<file path="config.mk">
export PLATFORM = sky130hd
export DESIGN_NAME = ibex_fpu_seq
export DESIGN_NICKNAME = d
export VERILOG_FILES = /design/src/rtl/ibex_fpu_seq.sv
export SDC_FILE = /design/constraint.sdc
export NUM_CORES = 1
export LEC_CHECK = 0
export CORE_MARGIN = 2
export CORE_UTILIZATION = 30
export DETAILED_ROUTE_END_ITERATION = 8
export GPL_ROUTABILITY_DRIVEN = 0
export PLACE_DENSITY = 0.67
export SLEW_MARGIN = 15
export SYNTH_ARGS = -nofsm -noshare
export SYNTH_HDL_FRONTEND = slang
export SYNTH_SLANG_ARGS = --single-unit
</file>
<file path="constraint.sdc">
create_clock -name clk_i -period 2.05 [get_ports clk_i]
set_clock_uncertainty 0.15 [all_clocks]
set_input_delay 0.5125 -clock clk_i [delete_from_list [all_inputs] [get_ports clk_i]]
set_output_delay 0.5125 -clock clk_i [all_outputs]
set_load 0.02 [all_outputs]
</file>
<file path="src/rtl/ibex_fpu_seq.sv">
// Issue/writeback sequencer for the combinational ibex FPU: holds operands for an
// op-dependent number of cycles, then emits one regfile write and accumulates fflags.
package ibex_fpu_seq_pkg;
    typedef enum logic [4:0] {
        FPNOP         = 5'd0,
        FPU_ADD       = 5'd1,
        FPU_SUB       = 5'd2,
        FPU_MUL       = 5'd3,
        FPU_DIV       = 5'd4,
        FPU_SQRT      = 5'd5,
        FPU_MADD      = 5'd6,
        FPU_MSUB      = 5'd7,
        FPU_NMADD     = 5'd8,
        FPU_NMSUB     = 5'd9,
        FPU_SGNJ      = 5'd10,
        FPU_SGNJN     = 5'd11,
        FPU_SGNJX     = 5'd12,
        FPU_MIN       = 5'd13,
        FPU_MAX       = 5'd14,
        FPU_FLOAT2INT = 5'd15,
        FPU_INT2FLOAT = 5'd16,
        FPU_MOVE_F2I  = 5'd17,
        FPU_MOVE_I2F  = 5'd18,
        FPU_CLASS     = 5'd19,
        FPU_EQ        = 5'd20,
        FPU_LT        = 5'd21,
        FPU_LE        = 5'd22
    } fpu_op_e;
endpackage

module ibex_fpu_seq
    import ibex_fpu_seq_pkg::*;
#(
    parameter int unsigned LAT_ADD  = 2,
    parameter int unsigned LAT_MUL  = 2,
    parameter int unsigned LAT_MAC  = 3,
    parameter int unsigned LAT_DIV  = 8,
    parameter int unsigned LAT_SQRT = 8,
    parameter int unsigned LAT_MISC = 1
) (
    input  logic        clk_i,
    input  logic        rst_ni,
    input  logic        req_valid_i,
    output logic        req_ready_o,
    input  fpu_op_e     req_op_i,
    input  logic [2:0]  req_rm_i,
    input  logic [31:0] req_rs1_i,
    input  logic [31:0] req_rs2_i,
    input  logic [31:0] req_rs3_i,
    input  logic [31:0] req_rs1_int_i,
    input  logic [4:0]  req_rd_i,
    input  logic        flush_i,
    output fpu_op_e     fpu_op_o,
    output logic [2:0]  fpu_rm_o,
    output logic [31:0] fpu_rs1_o,
    output logic [31:0] fpu_rs2_o,
    output logic [31:0] fpu_rs3_o,
    output logic [31:0] fpu_rs1_int_o,
    output logic [4:0]  fpu_rd_o,
    input  logic        fpu_fp_write_i,
    input  logic [31:0] fpu_fp_wdata_i,
    input  logic        fpu_int_write_i,
    input  logic [31:0] fpu_int_wdata_i,
    input  logic [7:0]  fpu_status_i,
    output logic        fp_we_o,
    output logic [4:0]  fp_waddr_o,
    output logic [31:0] fp_wdata_o,
    output logic        int_we_o,
    output logic [4:0]  int_waddr_o,
    output logic [31:0] int_wdata_o,
    output logic [4:0]  fflags_o,
    input  logic        fflags_clr_i,
    output logic        busy_o
);

    function automatic int unsigned max2(int unsigned a, int unsigned b);
        return (a > b) ? a : b;
    endfunction

    localparam int unsigned LAT_MAX = max2(max2(max2(LAT_ADD, LAT_MUL), max2(LAT_MAC, LAT_DIV)),
                                           max2(LAT_SQRT, LAT_MISC));
    localparam int unsigned CW = $clog2(LAT_MAX) + 1;

    typedef enum logic [1:0] {S_IDLE, S_EXEC, S_WB} state_e;

    state_e      state_q, state_d;
    logic [CW-1:0] cnt_q, cnt_d;
    fpu_op_e     op_q, op_d;
    logic [2:0]  rm_q, rm_d;
    logic [31:0] rs1_q, rs1_d, rs2_q, rs2_d, rs3_q, rs3_d, rs1_int_q, rs1_int_d;
    logic [4:0]  rd_q, rd_d;
    logic        wb_fp_we_q, wb_fp_we_d, wb_int_we_q, wb_int_we_d;
    logic [31:0] wb_fp_wdata_q, wb_fp_wdata_d, wb_int_wdata_q, wb_int_wdata_d;
    logic [4:0]  wb_flags_q, wb_flags_d;
    logic [4:0]  fflags_q, fflags_d;
    logic [4:0]  mapped_flags;
    logic [4:0]  fflags_base;
    logic        accept;
    logic        unused_status;

    assign unused_status = ^{fpu_status_i[7:6], fpu_status_i[0]};

    function automatic logic [CW-1:0] lat_m1(fpu_op_e op);
        unique case (op)
            FPU_ADD, FPU_SUB:                          return CW'(LAT_ADD - 1);
            FPU_MUL:                                   return CW'(LAT_MUL - 1);
            FPU_MADD, FPU_MSUB, FPU_NMADD, FPU_NMSUB:  return CW'(LAT_MAC - 1);
            FPU_DIV:                                   return CW'(LAT_DIV - 1);
            FPU_SQRT:                                  return CW'(LAT_SQRT - 1);
            default:                                   return CW'(LAT_MISC - 1);
        endcase
    endfunction

    // DZ only when a finite dividend meets a (signed) zero divisor; the DW inf bit alone
    // is also raised for overflow and inf operands.
    always_comb begin
        mapped_flags = {fpu_status_i[2],
                        fpu_status_i[1] && (op_q == FPU_DIV) && (rs2_q[30:0] == 31'd0)
                            && (rs1_q[30:23] != 8'hFF),
                        fpu_status_i[4], fpu_status_i[3], fpu_status_i[5]};
        unique case (op_q)
            FPNOP, FPU_SGNJ, FPU_SGNJN, FPU_SGNJX,
            FPU_MOVE_F2I, FPU_MOVE_I2F, FPU_CLASS: mapped_flags = 5'd0;
            default: ;
        endcase
    end

    assign req_ready_o = (state_q != S_EXEC) && !flush_i;
    assign accept      = req_valid_i && req_ready_o;

    always_comb begin
        state_d        = state_q;
        cnt_d          = cnt_q;
        op_d           = op_q;
        rm_d           = rm_q;
        rs1_d          = rs1_q;
        rs2_d          = rs2_q;
        rs3_d          = rs3_q;
        rs1_int_d      = rs1_int_q;
        rd_d           = rd_q;
        wb_fp_we_d     = wb_fp_we_q;
        wb_int_we_d    = wb_int_we_q;
        wb_fp_wdata_d  = wb_fp_wdata_q;
        wb_int_wdata_d = wb_int_wdata_q;
        wb_flags_d     = wb_flags_q;
        fflags_base    = fflags_clr_i ? 5'd0 : fflags_q;
        fflags_d       = fflags_base;

        unique case (state_q)
            S_EXEC: begin
                if (flush_i) begin
                    state_d = S_IDLE;
                    op_d    = FPNOP;
                end else if (cnt_q != '0) begin
                    cnt_d = cnt_q - 1'b1;
                end else begin
                    wb_fp_we_d     = fpu_fp_write_i;
                    wb_int_we_d    = fpu_int_write_i;
                    wb_fp_wdata_d  = fpu_fp_wdata_i;
                    wb_int_wdata_d = fpu_int_wdata_i;
                    wb_flags_d     = mapped_flags;
                    state_d        = S_WB;
                end
            end
            S_WB: begin
                fflags_d = fflags_base | wb_flags_q;
                state_d  = S_IDLE;
                op_d     = FPNOP;
            end
            default: ;
        endcase

        // A new request in IDLE or WB overrides the fall-back to IDLE above.
        if (accept) begin
            state_d   = S_EXEC;
            cnt_d     = lat_m1(req_op_i);
            op_d      = req_op_i;
            rm_d      = req_rm_i;
            rs1_d     = req_rs1_i;
            rs2_d     = req_rs2_i;
            rs3_d     = req_rs3_i;
            rs1_int_d = req_rs1_int_i;
            rd_d      = req_rd_i;
        end
    end

    always_ff @(posedge clk_i) begin
        if (!rst_ni) begin
            state_q        <= S_IDLE;
            cnt_q          <= '0;
            op_q           <= FPNOP;
            rm_q           <= '0;
            rs1_q          <= '0;
            rs2_q          <= '0;
            rs3_q          <= '0;
            rs1_int_q      <= '0;
            rd_q           <= '0;
            wb_fp_we_q     <= 1'b0;
            wb_int_we_q    <= 1'b0;
            wb_fp_wdata_q  <= '0;
            wb_int_wdata_q <= '0;
            wb_flags_q     <= '0;
            fflags_q       <= '0;
        end else begin
            state_q        <= state_d;
            cnt_q          <= cnt_d;
            op_q           <= op_d;
            rm_q           <= rm_d;
            rs1_q          <= rs1_d;
            rs2_q          <= rs2_d;
            rs3_q          <= rs3_d;
            rs1_int_q      <= rs1_int_d;
            rd_q           <= rd_d;
            wb_fp_we_q     <= wb_fp_we_d;
            wb_int_we_q    <= wb_int_we_d;
            wb_fp_wdata_q  <= wb_fp_wdata_d;
            wb_int_wdata_q <= wb_int_wdata_d;
            wb_flags_q     <= wb_flags_d;
            fflags_q       <= fflags_d;
        end
    end

    assign fpu_op_o      = op_q;
    assign fpu_rm_o      = rm_q;
    assign fpu_rs1_o     = rs1_q;
    assign fpu_rs2_o     = rs2_q;
    assign fpu_rs3_o     = rs3_q;
    assign fpu_rs1_int_o = rs1_int_q;
    assign fpu_rd_o      = rd_q;
    assign fp_we_o       = (state_q == S_WB) && wb_fp_we_q;
    assign int_we_o      = (state_q == S_WB) && wb_int_we_q;
    assign fp_waddr_o    = rd_q;
    assign int_waddr_o   = rd_q;
    assign fp_wdata_o    = wb_fp_wdata_q;
    assign int_wdata_o   = wb_int_wdata_q;
    assign fflags_o      = fflags_q;
    assign busy_o        = (state_q == S_EXEC);

endmodule

</file>
; After elaboration in Yosys (flattened, before gate mapping)
; Memory sizes are Yosys's and may differ from the RTL's.
; Index checks and enable logic that the tools add are counted.
[totals]
reg_bits = 223
latch_bits = 0
ramBits = 0
rom_bits = 48
input_bits = 220
output_inout_bits = 224
elab_cells = 74
memories = 1
[classes]
addsub = 1
n_mul = 0
div = 0
order_cmp = 0
n_eq_ne = 15
n_shift = 0
muxes = 15
n_bitwise = 4
n_reduce_logical = 22
[memory_table]
columns = memory, words, word_bits, read_ports, rd_ports_with_merged_regs, wr, line_no
row1 = (no name shown), 16, 3, 1, 0, 0, 104  ; unique case (op)
[op_table]
columns = operator, count
row1 = zero test 31 bit, 1
row2 = 2-to-1 mux 5 bit, 5
row3 = 2-to-1 mux 4 bit, 5
row4 = == test 5 x 4 -> 1 bit (second input constant), 3
row5 = == test 5 bit (second input constant), 3
row6 = one-hot mux 5 bit (2 select lines), 1
row7 = inequality test 8 bit (second input constant), 1
row8 = logical AND 1 bit, 7
row9 = OR reduction 7 bit, 1
row10 = AND reduction 2 bit, 3
row11 = AND reduction 3 bit, 2
row12 = nonzero test 2 bit, 3
row13 = == test 5 x 3 -> 1 bit (second input constant), 1
row14 = zero test 5 bit, 1
row15 = OR 5 bit, 1
row16 = 2-to-1 mux 2 bit, 2
row17 = inequality test 2 x 1 -> 1 bit (second input constant), 2
row18 = inequality test 4 bit (second input constant), 1
row19 = one-hot mux 2 bit (2 select lines), 1
row20 = nonzero test 4 bit, 1
row21 = subtractor 4 x 1 -> 4 bit (second input constant), 1
row22 = inequality test 3 x 2 -> 1 bit (second input constant), 1
row23 = inequality test 3 bit (second input constant), 1
row24 = inverter 1 bit, 3
row25 = 6 further kinds, 6

; Logic depth before layout (Yosys ltp)
; Gate-level depths: netlist of the first run.
[logic_depth]
word_depth = 5
ltp_mapped = 9
mapped_depth_nobuf = 6

; Worst setup path after synthesis of the first run
; No wires, ideal clock.
[synth_timing]
kind = register to register
from = register state_q[1]
to = register rd_q[0], in the netlist fp_waddr_o[0]
setup_ps = 76
arrival_time_ps = 1801
path_slack_ps = 23
stages_incl_launch_ff = 10
synth_period_minus_slack_ps = 2027
path_cell_list = dfxtp_1 > inv_1 > ha_1 > nor2_1 > and2_1 > buf_2 > buf_4 > buf_4 > nand2_1 > a21boi_0
[synth_via]
elab_chain_cells = 3
[synth_lines]
columns = element, line_no
row1 = "start, declared", 86  ; state_e state_q, state_d;
row2 = "start signal, assigned", 205  ; state_q <= state_d;
row3 = inequality test 2 x 1 -> 1 bit, 128  ; assign req_ready_o = (state_q != S_EXEC) && !flush_i;
row4 = logical AND 1 bit, 128
row5 = named net req_ready_o, 44  ; output logic req_ready_o,
row6 = logical AND 1 bit, 129  ; assign accept = req_valid_i && req_ready_o;
row7 = "end signal, assigned", 213  ; rd_q <= rd_d;
row8 = "end, declared", 91  ; logic [4:0] rd_q, rd_d;
; The timed path passes the listed nets, and every way through them passes these cells.
; A chain may end at the register's enable or synchronous reset.

; Worst setup path in the final report of the first run
[layout_timing]
from = register state_q[1]
to = output busy_o
[layout_via]
elab_chain_cells = 1
[layout_lines]
columns = element, line_no
row1 = == test 2 x 1 -> 1 bit, 237  ; assign busy_o = (state_q == S_EXEC);
row2 = "end, declared", 73  ; output logic busy_o
; No other way between the ends.

==> results of run 1 <==
[report_power, final]
group / switching (W) / leakage (nW) / internal [W] / total [W]
logic: 0.000786 / 3.82 / 0.000820 / 0.00161
clock network: 0.00178 / 0.393 / 0.00264 / 0.00441
registers: 0.000105 / 1.82 / 0.00452 / 0.00462
[kinds of logic (layout without fill, tap and decap cells)]
| family | after synthesis | in the layout | share of synthesized area (%) |
|---|---|---|---|
| simple gates | 463 | 463 | 21.8 |
| compound gates | 235 | 235 | 20.2 |
| flops | 223 | 223 | 51.9 |
| buf+inv | 90 | 534 | 5.41 |
| fa+ha+maj | 3 | 3 | 0.436 |
| xor+xnor | 2 | 2 | 0.204 |
| mux | 1 | 1 | 0.116 |
[per-stage QoR]
stage | utilization (%) | total power (W) | setup TNS, ns | instances
final | 49.5 | 0.0106 | 0 | 1845
after global routing | 49.5 | 0.0111 | -0.0532 | 1845
after CTS | 49.4 | 0.0108 | -0.198 | 1843
after detailed placement | 47.4 | 0.00645 | -28.17 | 1798
after global placement | 47.4 | 0.00644 | -27.75 | 1798
after floorplan | - | 0.00544 | 0 | 1017
[how the worst max path moves through the flow]
| stage | to | slack [ns] |
|---|---|---|
| 2_1_floorplan | fp_waddr_o[0]$_SDFFE_PN0P_ | 0.02 |
| 3_3_place_gp | req_ready_o | -0.33 |
| 3_5_place_dp | req_ready_o | -0.31 |
| 4_1_cts | fp_we_o | -0.12 |
| 5_1_grt | fp_we_o | -0.02 |
| 6_report | busy_o | 0.02 |
[state kept, by name (all words and copies together) (netlist names)]
signal,count
fp_wdata_o,32
fpu_rs1_int_o,32
fpu_rs1_o,32
fpu_rs2_o,32
fpu_rs3_o,32
int_wdata_o,32
fflags_o,5
fp_waddr_o,5
fpu_op_o,5
wb_flags_q,5
cnt_q,4
fpu_rm_o,3
state_q,2
wb_fp_we_q,1
wb_int_we_q,1
[critical path: stages, from the launching register on]
cell and delay, ns:
dfxtp_4 0.38, inv_4 0.04, ha_4 0.17, buf_6 0.13, buf_6 0.12
[layer usage]
| layer | routed length [um] | track usage, % | up-vias | share of wire, % |
|---|---|---|---|---|
| met5 | 0 | 0 | - | 0 |
| met4 | 963 | 6.18 | 0 | 3.3 |
| met3 | 2420 | 5.94 | 56 | 8.3 |
| met2 | 14100 | 32.6 | 305 | 48 |
| met1 | 11700 | 21.6 | 3815 | 40 |
| li1 | - | - | 4158 | - |
[synthesized netlist by cell type, types with 4 or more instances]
cell / instances
a22oi_1: 10
buf_6: 4
nand3_1: 7
nor2_1: 7
o21ai_0: 6
nand4_1: 4
o31ai_1: 4
inv_1: 9
buf_4: 19
a21boi_0: 160
buf_2: 21
nand2_1: 409
clkbuf_1: 37
a21boi_1: 43
nor2b_1: 11
dfxtp_1: 223
nor4_1: 7
a21oi_1: 4
[timing repair]
action,in CTS,in global routing
endpoints found under the setup margin,224,8
pin swaps,0,5
gates resized for setup,255,15
buffers inserted,0,2
[area by class of cell]
cell class              count  area (um2)  share of cell area (%)
inverters                   9        36.3                   0.257
clock buffers              41         758                    5.38
well taps                 384         480                    3.41
repair buffers            480        4580                    32.5
flip-flops and latches    223        4470                    31.7
clock inverters             4        45.0                   0.319
multi-input cells         704        3730                    26.4
==> metrics.yaml, run 1 <==
status: "finished clean"
synth_cells: 1017
finalWorstSetupSlack_ns: 0.0231
timing.hold.ws_ns: 0.298
hold_viol_final: 0
dp_hpwl_mm: 20.9
fin_crit_ns: 2.03
cts_made_buffers: 26
yosysTopAreaCell: "dfxtp_1"
crit_path_max_fanout: 3
htreeDepth: 1
core-area_um2: 28500
grt_pass1_vias: 8099
post_drt_wl_per_cell_um: 15.8
ir_drop_mv: 0.579
ys_types: 40
io_pins: 444
setup-violations-final: 0
worstHoldEndpoint: "fp_wdata_o[4]$_SDFFE_PN0P_"
tightest_slew_ns: 0.568
synth_edf_count: 0
rows: 62
crit_path_start: "state_q[1]$_SDFFE_PP0P_"
gr-total-overflow: 0
cts_root_buf: "clkbuf_16"
avgSynthCellArea_um2: 8.46
reg2reg_depth: 7
min-delay-start: "fp_wdata_o[4]$_SDFFE_PN0P_"
worst_setup_path_start_kind: "register"
yosysSeqAreaShare_pct: 51.9
ant_nets: 0
drive_gt1_share_pct: 6.78
antennaDiodeCount: 0
viasPerCell: 4.52
cts_sinks: 223
endpoint_kind: "output port"
rr_endpoint: "int_wdata_o[16]$_SDFFE_PN0P_"
portBuffers: 440
routed_wl_mm: 29.1
fmax_ghz: 0.493
area_growth_pct: 63.8
final_area_um2: 14100
power.density_nw_per_um2: 755
insertion_delay_ns: 0.53
grt_usage_pct: 18.7
rrSetupSlack_ns: 0.14
fillCellCount: 2798
drc: 0
antenna_found_initial: 0
worstSetupPathType: "reg2out"
start_util_pct: 30.2
dp_slack_ns: -0.308
via_count: 8334
mostFrequentLayoutCells: "nand2_1, dfxtp_1, clkdlybuf4s50_1"
reg2reg_from: "cnt_q[0]$_SDFFE_PN0P_"
firstDrtPassIters: 6
min_path_type: "reg2reg"
synthArstFlopShare_pct: 0
grt_max_degree: 98
p_leak_nw: 6.03
drt_iter0_markers: 403
die_area_um2: 30100
final_common_cell: "nand2_1"
clk_path_buf_depth: 3
cts.clk_slew.worst_paths_ns: 0.06
synth-main-ff-cell: "dfxtp_1"
dpl_cell_area_um2: 13500
syn-num-nets: 1240
fin_nets: 1667
syn_area_um2: 8610
grt_setup_unrepaired: "true"
max_cap_violations: 0
grt_pass1_wl_mm: 45.2
required_ns: 1.39
cp.arrival_ns: 1.36
cts_tree: "yes"
ys_warn_count: 0
slew_violations: 0
max_slew_margin_pct: 62.1
ys_top_cells_by_area: "dfxtp_1, nand2_1, a21boi_0"
die_w_um: 173
hold_depth: 2
fin_crit_sh_pct: 98.9
ys_ff_latch: 223
cts-hold-fix-buffers: 0
yosysTopAreaCellShare_pct: 51.9
die_h_um: 173
Power figures use the tool's default switching activity.
==> run 2, diff against run 1 <==
- PLACE_DENSITY: 0.67 -> default
==> run 2 against run 1 <==
  * The run now ends with setup timing left
  * Global-route usage is 0.35 points higher
  * Hold slack hardly changed
  * Power grew 5.0%
  * Sequential power is essentially flat
  * Fmax fell by 3.1%
  * Critical path depth up 1
  * Clock power increased by 7.5%
  * Setup slack lost 0.064 ns
  * Die area is the same
  * Cell count up 1.7%
  * First-iteration DRC count rose by 11%
  * Largest power group is now clock
==> metrics.yaml, run 2 (synthesized netlist as in run 1, its figures left out) <==
status: "finished with violations"  # was finished clean
violations: "setup timing"
core-area_um2: 28500  # unchanged
die_w_um: 173  # unchanged
insertion_delay_ns: 0.53  # about the same
fin_nets: 1697  # was 1667
rr_endpoint: "fpu_op_o[1]$_SDFFE_PN0P_"  # was int_wdata_o[16]$_SDFFE_PN0P_
mostFrequentLayoutCells: "nand2_1, dfxtp_1, dlygate4sd2_1"  # was nand2_1, dfxtp_1, clkdlybuf4s50_1
antenna_found_initial: 1  # was 0
setup-violations-final: 2  # was 0
crit_chain: "buf_6, ha_4, nor2_4, buf_6, buf_6"  # was inv_4, ha_4, buf_6, buf_6
crit_slowest_cell: "dfxtp_2"  # was dfxtp_4
drc: 0  # unchanged
gr-total-overflow: 0  # unchanged
crit_path_max_fanout: 2  # was 3
tightest_slew_ns: 0.466  # was 0.568 ns
cp_top_family: "flip-flops"  # unchanged
dp_slack_ns: -0.228  # was -0.308 ns
htreeDepth: 1  # unchanged
post_drt_wl_per_cell_um: 16.7  # was 15.8 um
grt_pass1_wl_mm: 46.1  # was 45.2 mm
fin_crit_ns: 2.09  # was 2.03 ns
cts_tree: "yes"  # unchanged
worstSetupPathType: "reg2out"  # unchanged
portBuffers: 440  # unchanged
grt_usage_pct: 19.0  # was 18.7%
drive_gt1_share_pct: 9.45  # was 6.78%
cts_made_buffers: 27  # was 26
max_slew_margin_pct: 68.1  # was 62.1%
hold_viol_final: 0  # unchanged
viasPerCell: 4.53  # was 4.52
cts-hold-fix-buffers: 0  # unchanged
cts.clk_slew.worst_paths_ns: 0.06  # about the same
crit_path_start: "state_q[0]$_SDFFE_PN0P_"  # was state_q[1]$_SDFFE_PP0P_
drt_iter0_markers: 449  # was 403
routed_wl_mm: 31.4  # was 29.1 mm
slowest_delay_ns: 0.32  # was 0.38 ns
area_growth_pct: 71.8  # was 63.8%
critical_path.endpoint: "req_ready_o"  # was busy_o
min_path_type: "reg2reg"  # unchanged
dp_hpwl_mm: 21.5  # was 20.9 mm
start_util_pct: 30.2  # unchanged
crit_buf_inv: 3  # unchanged
finalWorstSetupSlack_ns: -0.0409  # was 0.0231 ns
firstDrtPassIters: 6  # unchanged
grt_pass1_vias: 8260  # was 8099
io_pins: 444  # unchanged
reg2reg_depth: 11  # was 7
rows: 62  # unchanged
max_cap_violations: 0  # unchanged
cp.arrival_ns: 1.43  # was 1.36 ns
endpoint_kind: "output port"  # unchanged
timing.hold.ws_ns: 0.297  # was 0.298 ns
slew_violations: 0  # unchanged
die_h_um: 173  # unchanged
grt_max_degree: 73  # was 98
clk_path_buf_depth: 3  # unchanged
required_ns: 1.39  # about the same
worst_setup_path_start_kind: "register"  # unchanged
ir_drop_mv: 0.584  # was 0.579 mV
reg2reg_from: "state_q[0]$_SDFFE_PN0P_"  # was cnt_q[0]$_SDFFE_PN0P_
fmax_ghz: 0.478  # was 0.493 GHz
cts_root_buf: "clkbuf_16"  # unchanged
p_leak_nw: 6.43  # was 6.03 nW
grt_setup_unrepaired: "true"  # unchanged
final_common_cell: "nand2_1"  # unchanged
die_area_um2: 30100  # unchanged
fillCellCount: 2792  # was 2798
crit_cells: 5  # was 4
via_count: 8509  # was 8334
fin_crit_sh_pct: 102  # was 98.9%
rrSetupSlack_ns: 0.07  # was 0.14 ns
power.density_nw_per_um2: 756  # was 755 nW/um2
crit_top_cell: "buf_6"  # unchanged
cts_sinks: 223  # unchanged
utilization_pct: 51.9  # was 49.5%
ant_nets: 0  # unchanged
finalPower_w: 0.0112  # was 0.0106 W
## run 2: cell type report
class / instances / area [um2] / area share, %
tap: 384 / 480 / 3.25
multi-input combinational: 704 / 3760 / 25.4
clock buffer: 35 / 736 / 4.98
antenna: 1 / 2.50 / 0.0169
sequential: 223 / 4470 / 30.2
inverter: 9 / 33.8 / 0.228
timing repair buffer: 509 / 5170 / 35.0
clock inverter: 12 / 139 / 0.939
## run 2: how the worst min path moves through the flow
stage / cells after the start / slack, ns / end / from
floorplan: 2 / 0.29 / wb_flags_q[3]$_SDFFE_PN0P_ / wb_flags_q[3]$_SDFFE_PN0P_
global placement: 2 / 0.29 / fp_wdata_o[16]$_SDFFE_PN0P_ / fp_wdata_o[16]$_SDFFE_PN0P_
detailed placement: 2 / 0.30 / fp_wdata_o[14]$_SDFFE_PN0P_ / fp_wdata_o[14]$_SDFFE_PN0P_
CTS: 2 / 0.30 / fp_wdata_o[14]$_SDFFE_PN0P_ / fp_wdata_o[14]$_SDFFE_PN0P_
global route: 2 / 0.31 / fp_wdata_o[7]$_SDFFE_PN0P_ / fp_wdata_o[7]$_SDFFE_PN0P_
finish: 2 / 0.30 / fpu_rs3_o[17]$_SDFFE_PN0P_ / fpu_rs3_o[17]$_SDFFE_PN0P_
## run 2: per-layer routing
| layer | vias up | GRT usage, % | share of wire [%] |
|---|---|---|---|
| li1 | 4232 | - | - |
| met1 | 3930 | 22.1 | 41 |
| met2 | 301 | 33.4 | 49 |
| met3 | 46 | 5.96 | 7.9 |
| met4 | 0 | 5.83 | 2.8 |
| met5 | - | 0 | 0 |
## run 2: worst reg2reg max path, stage by stage, from the launching register on
cell and delay [ns]:
dfxtp_2 0.33, buf_6 0.10, ha_4 0.14, nor2_4 0.04, buf_4 0.13, buf_4 0.12, buf_4 0.13, and2_4 0.19
buf_12 0.14, clkbuf_16 0.19, a22oi_2 0.17, nor2b_1 0.06
## run 2: metrics by stage
| stage | std cells | area, um2 | TNS (ns) |
|---|---|---|---|
| finish | 1877 | 14800 | -0.0749 |
| global route | 1877 | 14800 | -0.366 |
| detailed placement | 1805 | 13600 | -26.98 |
| global placement | 1805 | 13600 | -23.72 |
| CTS | 1856 | 14300 | -0.271 |
| floorplan | 1017 | 8610 | 0 |
## run 2: where the power goes
part	total, W	internal [W]	leakage [nW]	switching [W]
Clock	0.00474	0.00288	0.438	0.00186
Combinational	0.00181	0.000963	4.17	0.000847
Sequential	0.00463	0.00452	1.82	0.000106
## run 2: what timing repair did
item,CTS,global route
cloned,0,13
buffers inserted,4,7
setup endpoints to repair,225,106
resized for setup,249,114
pin swaps,2,13
